$ cat config.mk
export PLATFORM = sky130hd
export DESIGN_NAME = tennis_score_keeper
export DESIGN_NICKNAME = d
export VERILOG_FILES = /design/src/rtl/tennis_score_keeper.sv
export SDC_FILE = /design/constraint.sdc
export NUM_CORES = 1
export LEC_CHECK = 0
export BUFFER_PORTS_ARGS = -buffer_cell sky130_fd_sc_hd__buf_2
export CAP_MARGIN = 20
export CORE_ASPECT_RATIO = 1.25
export CORE_UTILIZATION = 25
export CTS_CLUSTER_DIAMETER = 50
export DETAILED_ROUTE_END_ITERATION = 6
export HOLD_SLACK_MARGIN = 0.03
export SETUP_SLACK_MARGIN = 0.02
export SYNTH_ARGS = -nofsm -noshare
export SYNTH_HDL_FRONTEND = slang
export SYNTH_SLANG_ARGS = --single-unit
$ cat constraint.sdc
create_clock -name clk -period 2.8 [get_ports clk]
set_input_delay 0.56 -clock clk [delete_from_list [all_inputs] [get_ports clk]]
set_output_delay 0.56 -clock clk [all_outputs]
set_load 0.01 [all_outputs]
$ cat src/rtl/tennis_score_keeper.sv
// Tennis game/set scorer feeding the eight-digit seven-segment driver (AN_In/C_In).
// Optional macro BLINK_EN: blink the winner's games digit once the set is over.
module tennis_score_keeper #(
  parameter int unsigned GAMES_TO_WIN = 6,
  parameter int unsigned BLINK_DIV    = 25_000_000
) (
  input  logic        clk,
  input  logic        rst,
  input  logic        point1,
  input  logic        point2,
  output logic [7:0]  AN_In,
  output logic [55:0] C_In,
  output logic        match_over,
  output logic [1:0]  winner
);

  localparam int unsigned GAME_W = 4;
  localparam int unsigned PTS_W  = 2;
  localparam int unsigned SEG_W  = 7;
  localparam logic [GAME_W-1:0] GAMES_TGT = GAME_W'(GAMES_TO_WIN);

  localparam logic [SEG_W-1:0] SEG_BLANK = 7'b0000000;
  localparam logic [SEG_W-1:0] SEG_A     = 7'b1110111;
  localparam logic [SEG_W-1:0] SEG_D     = 7'b1011110;

  if ((GAMES_TO_WIN < 1) || (GAMES_TO_WIN > 9) || (BLINK_DIV < 1)) begin : g_param_check
    $error("tennis_score_keeper: GAMES_TO_WIN must be 1..9 and BLINK_DIV >= 1");
  end

  typedef enum logic [2:0] {
    ST_PLAY  = 3'd0,
    ST_DEUCE = 3'd1,
    ST_ADV1  = 3'd2,
    ST_ADV2  = 3'd3,
    ST_DONE  = 3'd4
  } state_e;

  state_e              state_q, state_d;
  logic [PTS_W-1:0]    p1_pts_q, p1_pts_d, p2_pts_q, p2_pts_d;
  logic [GAME_W-1:0]   games1_q, games1_d, games2_q, games2_d;
  logic                point1_q, point2_q;
  logic                p1_hit, p2_hit, hit1, hit2, win1, win2;
  logic                blink_on;
  logic [7:0]          an_d;
  logic [55:0]         c_d;
  logic [1:0]          winner_d;

  function automatic logic [SEG_W-1:0] seg_digit(input logic [GAME_W-1:0] d);
    case (d)
      4'd0:    seg_digit = 7'b0111111;
      4'd1:    seg_digit = 7'b0000110;
      4'd2:    seg_digit = 7'b1011011;
      4'd3:    seg_digit = 7'b1001111;
      4'd4:    seg_digit = 7'b1100110;
      4'd5:    seg_digit = 7'b1101101;
      4'd6:    seg_digit = 7'b1111100;
      4'd7:    seg_digit = 7'b0100111;
      4'd8:    seg_digit = 7'b1111111;
      4'd9:    seg_digit = 7'b1100111;
      default: seg_digit = SEG_BLANK;
    endcase
  endfunction

  // One player's two-digit point field: {en_tens, en_units, seg_tens, seg_units}.
  function automatic logic [15:0] pair_render(input state_e st, input logic [PTS_W-1:0] pts,
                                              input logic is_p1);
    logic [1:0]       en;
    logic [SEG_W-1:0] t;
    logic [SEG_W-1:0] u;
    en = 2'b00;
    t  = SEG_BLANK;
    u  = SEG_BLANK;
    case (st)
      ST_PLAY: begin
        case (pts)
          2'd0: begin en = 2'b01; u = seg_digit(4'd0); end
          2'd1: begin en = 2'b11; t = seg_digit(4'd1); u = seg_digit(4'd5); end
          2'd2: begin en = 2'b11; t = seg_digit(4'd3); u = seg_digit(4'd0); end
          default: begin en = 2'b11; t = seg_digit(4'd4); u = seg_digit(4'd0); end
        endcase
      end
      ST_DEUCE: begin en = 2'b11; t = seg_digit(4'd4); u = seg_digit(4'd0); end
      ST_ADV1:  if (is_p1)  begin en = 2'b11; t = SEG_A; u = SEG_D; end
      ST_ADV2:  if (!is_p1) begin en = 2'b11; t = SEG_A; u = SEG_D; end
      default: ;
    endcase
    return {en, t, u};
  endfunction

  // Rising-edge detect; simultaneous presses cancel each other.
  assign p1_hit = point1 & ~point1_q;
  assign p2_hit = point2 & ~point2_q;
  assign hit1   = p1_hit & ~p2_hit;
  assign hit2   = p2_hit & ~p1_hit;

  always_comb begin
    state_d  = state_q;
    p1_pts_d = p1_pts_q;
    p2_pts_d = p2_pts_q;
    games1_d = games1_q;
    games2_d = games2_q;
    win1     = 1'b0;
    win2     = 1'b0;
    case (state_q)
      ST_PLAY: begin
        if (hit1) begin
          if (p1_pts_q == 2'd3)                          win1 = 1'b1;
          else if (p1_pts_q == 2'd2 && p2_pts_q == 2'd3) state_d = ST_DEUCE;
          else                                           p1_pts_d = p1_pts_q + 2'd1;
        end else if (hit2) begin
          if (p2_pts_q == 2'd3)                          win2 = 1'b1;
          else if (p2_pts_q == 2'd2 && p1_pts_q == 2'd3) state_d = ST_DEUCE;
          else                                           p2_pts_d = p2_pts_q + 2'd1;
        end
      end
      ST_DEUCE: begin
        if (hit1)      state_d = ST_ADV1;
        else if (hit2) state_d = ST_ADV2;
      end
      ST_ADV1: begin
        if (hit1)      win1 = 1'b1;
        else if (hit2) state_d = ST_DEUCE;
      end
      ST_ADV2: begin
        if (hit2)      win2 = 1'b1;
        else if (hit1) state_d = ST_DEUCE;
      end
      default: ;
    endcase
    if (win1) begin
      games1_d = games1_q + 4'd1;
      p1_pts_d = '0;
      p2_pts_d = '0;
      state_d  = (games1_d == GAMES_TGT) ? ST_DONE : ST_PLAY;
    end
    if (win2) begin
      games2_d = games2_q + 4'd1;
      p1_pts_d = '0;
      p2_pts_d = '0;
      state_d  = (games2_d == GAMES_TGT) ? ST_DONE : ST_PLAY;
    end
  end

  always_ff @(posedge clk or negedge rst) begin
    if (!rst) begin
      state_q  <= ST_PLAY;
      p1_pts_q <= '0;
      p2_pts_q <= '0;
      games1_q <= '0;
      games2_q <= '0;
      point1_q <= 1'b0;
      point2_q <= 1'b0;
    end else begin
      state_q  <= state_d;
      p1_pts_q <= p1_pts_d;
      p2_pts_q <= p2_pts_d;
      games1_q <= games1_d;
      games2_q <= games2_d;
      point1_q <= point1;
      point2_q <= point2;
    end
  end

`ifdef BLINK_EN
  localparam int unsigned BLINK_W = (BLINK_DIV > 1) ? $clog2(BLINK_DIV) : 1;
  logic [BLINK_W-1:0] blink_cnt_q;
  logic               blink_phase_q;

  // Free-running blink phase, lit out of reset.
  always_ff @(posedge clk or negedge rst) begin
    if (!rst) begin
      blink_cnt_q   <= '0;
      blink_phase_q <= 1'b1;
    end else if (blink_cnt_q == BLINK_W'(BLINK_DIV - 1)) begin
      blink_cnt_q   <= '0;
      blink_phase_q <= ~blink_phase_q;
    end else begin
      blink_cnt_q   <= blink_cnt_q + BLINK_W'(1);
    end
  end
  assign blink_on = blink_phase_q;
`else
  assign blink_on = 1'b1;
`endif

  always_comb begin
    logic [15:0] p1r;
    logic [15:0] p2r;
    logic        done;
    logic        g1_en;
    logic        g2_en;
    done     = (state_q == ST_DONE);
    p1r      = pair_render(state_q, p1_pts_q, 1'b1);
    p2r      = pair_render(state_q, p2_pts_q, 1'b0);
    g1_en    = !(done && games1_q == GAMES_TGT) || blink_on;
    g2_en    = !(done && games2_q == GAMES_TGT) || blink_on;
    an_d     = {p1r[15:14], g1_en, 1'b0, g2_en, 1'b0, p2r[15:14]};
    c_d      = {p1r[13:0], seg_digit(games1_q), SEG_BLANK, seg_digit(games2_q), SEG_BLANK, p2r[13:0]};
    winner_d = !done ? 2'b00 : ((games1_q == GAMES_TGT) ? 2'b01 : 2'b10);
  end

  always_ff @(posedge clk or negedge rst) begin
    if (!rst) begin
      AN_In      <= 8'h00;
      C_In       <= 56'h0;
      match_over <= 1'b0;
      winner     <= 2'b00;
    end else begin
      AN_In      <= an_d;
      C_In       <= c_d;
      match_over <= (state_q == ST_DONE);
      winner     <= winner_d;
    end
  end

endmodule

; ---- Yosys cells after proc, flatten, opt, wreduce, memory -nomap -nowiden
; Memory sizes are Yosys's and may differ from the RTL's. A register that Yosys moved wholly into a read port is not among the register bits.
; Index checks and enable logic that the tools add are counted.
[word_totals]
out_inout_bits = 67
mem_bits_ro = 224
regBits = 68
inputBits = 4
mem_count = 2
[mem_list]
columns = name, words, word_bits, read_ports, rd_ports_with_merged_regs, wr, line
row1 = (no name shown), 16, 7, 1, 1, 0, 49  ; case (d)
row2 = (no name shown), 16, 7, 1, 1, 0, 49
[op_classes]
n_reduce_logical = 16
n_eq_ne = 28
add_sub_neg = 4
bitwise = 8
muxes = 53
[op_table]
columns = operator, count
row1 = case mux 7 bit (3 select lines), 6
row2 = two-way mux 3 bit, 16
row3 = two-way mux 2 bit, 17
row4 = inequality test 5 bit (second input constant), 6
row5 = inequality test 4 bit (second input constant), 4
row6 = two-way mux 7 bit, 2
row7 = == test 4 x 3 -> 1 bit (second input constant), 3
row8 = inequality test 3 bit (second input constant), 4
row9 = case mux 3 bit (4 select lines), 1
row10 = AND reduction 11 bit, 1
row11 = nonzero test 3 bit, 3
row12 = adder 4 x 1 -> 4 bit (second input constant), 2
row13 = == test 2 bit (second input constant), 4
row14 = case mux 2 bit (2 select lines), 2
row15 = two-way mux 1 bit, 7
row16 = == test 3 x 2 -> 1 bit (second input constant), 2
row17 = nonzero test 6 bit, 1
row18 = AND reduction 5 bit, 1
row19 = adder 2 x 1 -> 2 bit (second input constant), 2
row20 = bitwise AND 1 bit, 4
row21 = == test 2 x 1 -> 1 bit (second input constant), 2
row22 = logical NOT 2 bit, 2
row23 = inverter 1 bit, 4
row24 = case mux 1 bit (2 select lines), 2
row25 = other kinds (8), 11

; ---- Logic depth before layout (Yosys ltp)
; Gate-level depths: netlist of the first run.
[depth]
ltp_word = 9
depth_mapped = 9
depth_no_buf = 8

; ---- Worst setup path before layout of the first run
; No wires, ideal clock.
[synth_timing]
path_kind = in2reg
start = input point1
end = register state_q[0]
arrival_ns = 2.234
n_path_buf = 1
path_slack_ns = 0.470
setup_ns = 0.096
path_stages = 9
path_cell_list = nand2b_1 > inv_1 > ha_1 > inv_1 > or4_4 > buf_6 > a22o_1 > or2_1 > o32ai_2
[synth_via]
elab_chain_cells = 8
[synth_lines]
columns = item, line
row1 = from (decl), 9  ; input logic point1,
row2 = bitwise AND 1 bit (*), 91  ; assign p1_hit = point1 & ~point1_q;
row3 = inverter 1 bit, 94  ; assign hit2 = p2_hit & ~p1_hit;
row4 = bitwise AND 1 bit, 94
row5 = two-way mux 1 bit, 110  ; end else if (hit2) begin
row6 = two-way mux 1 bit, 106  ; if (hit1) begin
row7 = case mux 1 bit (2 select lines), 104  ; case (state_q)
row8 = "inequality test 5 bit (no line), or another cell as far along", --
row9 = AND reduction 11 bit (no line), --
row10 = to (signal assigned), 154  ; state_q <= state_d;
row11 = to (decl), 38  ; state_e state_q, state_d;
; Every way passes the cells marked *; elsewhere a longest branch is shown, timed or not.
; A chain may end at the register's enable or synchronous reset.

; ---- Worst setup path after layout of the first run
[layout_timing]
start = register point1_q
end = register state_q[0]
[layout_via]
elab_chain_cells = 9
[layout_lines]
columns = item, line
row1 = from (decl), 41  ; logic point1_q, point2_q;
row2 = from (signal assigned), 159  ; point1_q <= point1;
row3 = inverter 1 bit (*), 91
row4 = bitwise AND 1 bit (*), 91
row5 = inverter 1 bit, 94
row6 = bitwise AND 1 bit, 94
row7 = two-way mux 1 bit, 110
row8 = two-way mux 1 bit, 106
row9 = case mux 1 bit (2 select lines), 104
row10 = "inequality test 5 bit (no line), or another cell as far along", --
row11 = AND reduction 11 bit (no line), --
; Marked as above.

==> results.yml, run 1 <==
yosys:
  avgSynthCellArea_um2: 10.5
  synth_edf_count: 0
  synth_top_area_cell: "dfrtp_1"
  synthTopCellsByArea: "dfrtp_1 49%, ha_1 11%, buf_4 7.8%"
  yosysUniqueCellTypes: 44
  ys_seq_area_share_pct: 49.3
  synth_top_area_share_pct: 49.3
  syn_area_um2: 2790
  yosys_register_bits: 55
  ys_warn_count: 0
  async_flop_share_pct: 100
  syn-instance-count: 267
  synthFlopType: "dfrtp_1"
critical_path:
  critPathSlowestCell: "or4_4"
  worstSetupPathType: "flip-flop to flip-flop"
  cpMostUsedCell: "inv_1"
  r2r_end: "state_q[0]"
  rrSetupSlack_ns: 0.50
  max_stage_delay_ns: 0.59
  path_delay_family: "simple AND/OR/NAND/NOR gates"
  rr_worst_depth: 8
  start_kind: "flip-flop"
  crit_buf_inv: 2
  path_max_fanout: 5
  cp.arrival_ns: 2.50
  path_cells: "nand2b_1 > inv_1 > ha_1 > inv_1 > or4_4 > a22o_1 > or2_1 > o32ai_2"
  worstReg2RegStart: "point1_q"
  worst_setup_path_end_kind: "flip-flop"
  required_ns: 3.00
drt:
  ant_nets: 0
  routed_wl_um: 4710
  dr.first_iter.drc_count: 39
  vias: 1794
  drt-wirelength-per-cell_um: 10.7
  routed_via_density: 4.08
  firstDrtPassIters: 4
  drc: 0
clocking:
  cts_buffers: 5
  clkTransAtPathRegs_ns: 0.07
  post_cts_buffers: 0
  h-tree-depth: 2
  clock_sinks: 55
  cts_max_path_buffers: 2
  clockRootBuffer: "clkbuf_16"
  hold_buffers: 0
  cts_tree: "yes"
  insertion_delay_ns: 0.29
  cts_resized: 0
power_and_ir_drop:
  power_leakage_nw: 1.62
  seq_power_share_pct: 40.7
  p_clk_share_pct: 19.2
  p_int_w: 0.00202
  power_frac_comb_pct: 40.1
  powerDensity_nw_per_um2: 1040
  p_switching_w: 0.00128
  power_w: 0.00330
  swShare_pct: 38.7
  vdd_ir_drop_max_uv: 331
floorplanning:
  dieArea_um2: 11600
  core_um2: 10700
  die_x_um: 96.6
  rows: 42
  io_pins: 71
  die_y_um: 120
  initial_core_util_pct: 26.1
global_route:
  gr-usage-all-layers_pct: 8.54
  grt_pass1_vias: 1652
  overflow: 0
  antenna_found_initial: 0
  grt_first_pass_wirelength_um: 7760
  grt_max_degree: 46
timing:
  rsz0062_at_grt: "no"
  fin_worst_skew_ns: 0.00525
  fmax_mhz: 434
  worst_pin_slew_ns: 0.540
  slew_violations: 0
  setup_viol: 0
  finalHoldViolCount: 0
  tns_ns: 0
  period_needed_ns: 2.30
  relSlewSlack_pct: 64.0
  period_share_pct: 82.2
placed_design:
  io_buffers: 54
  dpl.hpwl_um: 3440
  gp_congestion: 0.854
run:
  max-cap-violations: 0
cells_and_area:
  num-nets-final: 336
  drive_above_1_share_pct: 23.4
  num_antenna_cells: 0
  syn2layout_area_growth_pct: 13.5
run_status:
  outcome: "complete, no violations"
worst_hold_path:
  hp-class: "input pin to asynchronous set/reset pin"
## registers in the layout, indices dropped and copies added (netlist names)
name	count
AN_In	5
C_In	30
games1_q	4
games2_q	4
match_over	1
p1_pts_q	2
p2_pts_q	2
point1_q	1
point2_q	1
state_q	3
winner	2
## how the worst max path moves through the flow
stage                     startpoint         end  slack (ns)  depth (start not counted)
after global placement        point1  state_q[0]        0.34                          9
final                       point1_q  state_q[0]        0.50                          8
after global routing        point1_q  state_q[0]        0.37                          8
after CTS                   point1_q  state_q[0]        0.49                          8
after detailed placement      point1  state_q[0]        0.28                          9
after floorplan               point1  state_q[0]        0.47                          9
## routing by layer
layer  wire [um]  vias to the layer above  global-route usage (%)
met5           0                        -                       0
met4          90                        0                    3.86
met3         260                        5                    1.19
met2        2140                       68                    13.3
met1        2210                      814                    11.6
li1            -                      907                       -
## cell type report
cell class | instances | area [um^2]
Fill cell | 1133 | 7550
Sequential cell | 55 | 1380
Multi-Input combinational cell | 167 | 1110
Timing Repair Buffer | 56 | 285
Tap cell | 132 | 165
Clock buffer | 6 | 139
Inverter | 22 | 82.6
Clock inverter | 2 | 16.3
## worst reg2reg max path: cells and delay by family (launching register included)
kind	cells	cell delay [ns]
AND/OR/NAND/NOR	3	0.98
adder cells (fa/ha/maj)	1	0.24
AO/OA/AOI/OAI	2	0.46
buffers and inverters	2	0.17
flip-flops	1	0.36
## stage by stage
stage	instances	cell area (um^2)	setup slack (ns)	hold WS, ns	utilization [%]
finish	440	3170	0.498	0.123	29.6
global route	440	3170	0.367	0.134	29.6
global placement	432	3020	0.343	0.434	28.1
CTS	440	3170	0.486	0.126	29.6
detailed placement	432	3020	0.277	0.437	28.1
floorplan	282	2850	0.470	0.264	-
## cell usage after synthesis, types with 2 or more instances
library cell	n
a211o_1	2
a211oi_1	3
a21o_1	2
a21oi_1	15
buf_4	29
buf_6	3
clkbuf_1	4
conb_1	2
dfrtp_1	55
ha_1	25
inv_1	21
mux2_2	2
mux2i_1	2
nand2_1	13
nand2b_1	4
nand3_1	4
nor2_1	30
nor2b_1	2
nor3_1	3
nor4_1	2
o21ai_0	9
o21ai_1	2
or2_1	4
xnor2_1	5
xor2_1	5
## power by group through the flow
stage          registers, W  clock network, W  logic (W)
3_3_place_gp        0.00135                 0    0.00133
5_1_grt             0.00140          0.000692    0.00152
4_1_cts             0.00135          0.000652    0.00134
6_report            0.00134          0.000631    0.00132
2_1_floorplan       0.00141                 0   0.000947
3_5_place_dp        0.00136                 0    0.00134
## placed cells by master, fill, tap and decap left out, types with 4 or more instances in the layout
master     netlist  layout
a21oi_1         15      15
buf_2            0      54
clkbuf_16        0       5
conb_1           2      17
dfrtp_1         55      55
ha_1            25      25
inv_1           21      21
nand2_1         13      13
nand2b_1         4       4
nand3_1          4       4
nor2_1          30      30
o21ai_0          9       9
or2_1            4       4
xnor2_1          5       5
xor2_1           5       5
## cell families (layout without fill, tap and decap cells)
logic type,count (synthesis),after routing,share of synthesized area (%)
AOI/OAI and AO/OA,42,42,9.72
adders and majority gates,25,25,11.2
buffers and inverters,60,86,13.1
and+or+nand+nor,69,69,11.8
muxes,4,4,1.52
DFF,55,55,49.3
other,2,17,0.269
xor gates and xnor gates,10,10,3.13
Power figures use the tool's default switching activity.
==> inputs of run 2 (changes only) <==
clock period = 2.4 ns   (was 2.8 ns; I/O delays follow)
==> run 2 against run 1 <==
  * Global-route usage up 0.13 points
  * Sequential share of layout area down 0.10 points
  * Combinational power up 19%
  * Largest power group unchanged
  * Critical path type unchanged
  * Setup slack worse by 0.36 ns
  * Register-to-register slack worse by 0.36 ns
  * Clock skew down 0.00094 ns
  * Final cell count up 0.45%
  * First-iteration DRC count up 130%
  * Worst hold slack better by 0.054 ns
  * Wire length up 4.7%
==> results.yml, run 2 (synthesis results as in run 1) <==
run_status:
  outcome: "complete, no violations"
floorplanning:
  core_um2: 10700
  io_pins: 71
  initial_core_util_pct: 26.1
  die_y_um: 120
  dieArea_um2: 11600
  die_x_um: 96.6
  rows: 42
critical_path:
  critPathSlowestCell: "or4_4"
  cpMostUsedCell: "inv_1"
  worst_setup_path_end_kind: "flip-flop"
  crit_buf_inv: 2
  cp.arrival_ns: 2.47
  required_ns: 2.60
  path_delay_family: "simple AND/OR/NAND/NOR gates"
  start_kind: "flip-flop"
  path_cells: "nand2b_1 > inv_1 > ha_1 > inv_1 > or4_4 > a22o_1 > or2_1 > o32ai_2"
  worstSetupPathType: "flip-flop to flip-flop"
  path_max_fanout: 5
  max_stage_delay_ns: 0.55
clocking:
  h-tree-depth: 2
  post_cts_buffers: 0
  insertion_delay_ns: 0.29
  cts_tree: "yes"
  clkTransAtPathRegs_ns: 0.07
  cts_resized: 0
  clockRootBuffer: "clkbuf_16"
  hold_buffers: 0
  cts_max_path_buffers: 2
  clock_sinks: 55
  cts_buffers: 5
timing:
  fin_worst_skew_ns: 0.00430
  worst_pin_slew_ns: 0.575
  fmax_mhz: 442
  finalHoldViolCount: 0
  period_needed_ns: 2.26
  period_share_pct: 94.3
  setup_viol: 0
  hold_slack_ns: 0.178
  slew_violations: 0
  relSlewSlack_pct: 61.7
  rsz0062_at_grt: "no"
drt:
  drt-wirelength-per-cell_um: 11.1
  firstDrtPassIters: 4
  vias: 1831
  routed_wl_um: 4930
  dr.first_iter.drc_count: 88
  ant_nets: 0
  drc: 0
  routed_via_density: 4.14
power_and_ir_drop:
  powerDensity_nw_per_um2: 1210
  power_leakage_nw: 1.63
  vdd_ir_drop_max_uv: 481
  power_w: 0.00386
global_route:
  overflow: 0
  grt_pass1_vias: 1679
  antenna_found_initial: 0
  gr-usage-all-layers_pct: 8.66
  grt_first_pass_wirelength_um: 7760
  grt_max_degree: 27
placed_design:
  dp.cells: 434
  gp_congestion: 0.846
  io_buffers: 54
  dpl.hpwl_um: 3680
cells_and_area:
  num_antenna_cells: 0
  mostFrequentLayoutCells: "55 x dfrtp_1, 54 x buf_2, 30 x nor2_1"
  top_regs: "C_In (30), AN_In (5)"
  fin_cells: 442
  fillers: 1140
  largest_register_ffs: 30
  fin_util_pct: 29.7
  drive_above_1_share_pct: 23.9
  top_register: "C_In"
  num-nets-final: 338
  syn2layout_area_growth_pct: 13.8
  final_common_cell: "dfrtp_1"
run:
  max-cap-violations: 0
worst_hold_path:
  hp-class: "input pin to asynchronous set/reset pin"
-- run 2: metal layers --
layer  up-vias  global-route usage (%)  wire length (um)
met2        71                    14.7              2390
li1        905                       -                 -
met4         0                    2.94                60
met1       851                    10.4              2160
met5         -                       0                 0
met3         4                    2.20               310
-- run 2: area by class of cell --
class                   instances  area (um^2)  share of cell area [%]
inverters                      22         82.6                    2.60
flip-flops and latches         55         1380                    43.3
well taps                     132          165                    5.19
clock buffers                   5          125                    3.94
clock inverters                 3         22.5                   0.708
multi-input cells             167         1110                    34.8
repair buffers                 58          300                    9.45
-- run 2: worst reg2reg max path, stage by stage, from the launching register on --
cell	delay, ns
dfrtp_1	0.35
nand2b_1	0.16
inv_1	0.06
ha_1	0.24
inv_1	0.11
or4_4	0.55
a22o_1	0.22
or2_1	0.24
o32ai_2	0.24
-- run 2: where the power goes --
| group | total (W) | internal, W | switching [W] |
|---|---|---|---|
| Combinational | 0.00157 | 0.000659 | 0.000913 |
| Sequential | 0.00157 | 0.00128 | 0.000284 |
| Clock | 0.000720 | 0.000391 | 0.000329 |
-- run 2: worst paths after layout --
check / from / endpoint / slack [ns] / cells after the start
max: point1_q / state_q[0] / 0.14 / 8
min: rst / C_In[52] / 0.18 / 1
max reg2reg: point1_q / state_q[0] / 0.14 / 8
min reg2reg: p1_pts_q[1] / p1_pts_q[1] / 0.61 / 2
max in group asynchronous: rst / AN_In[1] / 1.53 / 2
min in group clk: point1 / point1_q / 0.31 / 1
-- run 2: stage by stage --
| step | cell area (um^2) | setup WS (ns) | TNS (ns) |
|---|---|---|---|
| after floorplan | 2850 | 0.150 | 0 |
| after global placement | 3030 | 0.0795 | 0 |
| after detailed placement | 3030 | -0.0114 | -0.0114 |
| after CTS | 3180 | 0.135 | 0 |
| after global routing | 3180 | 0.0398 | 0 |
| final | 3180 | 0.138 | 0 |
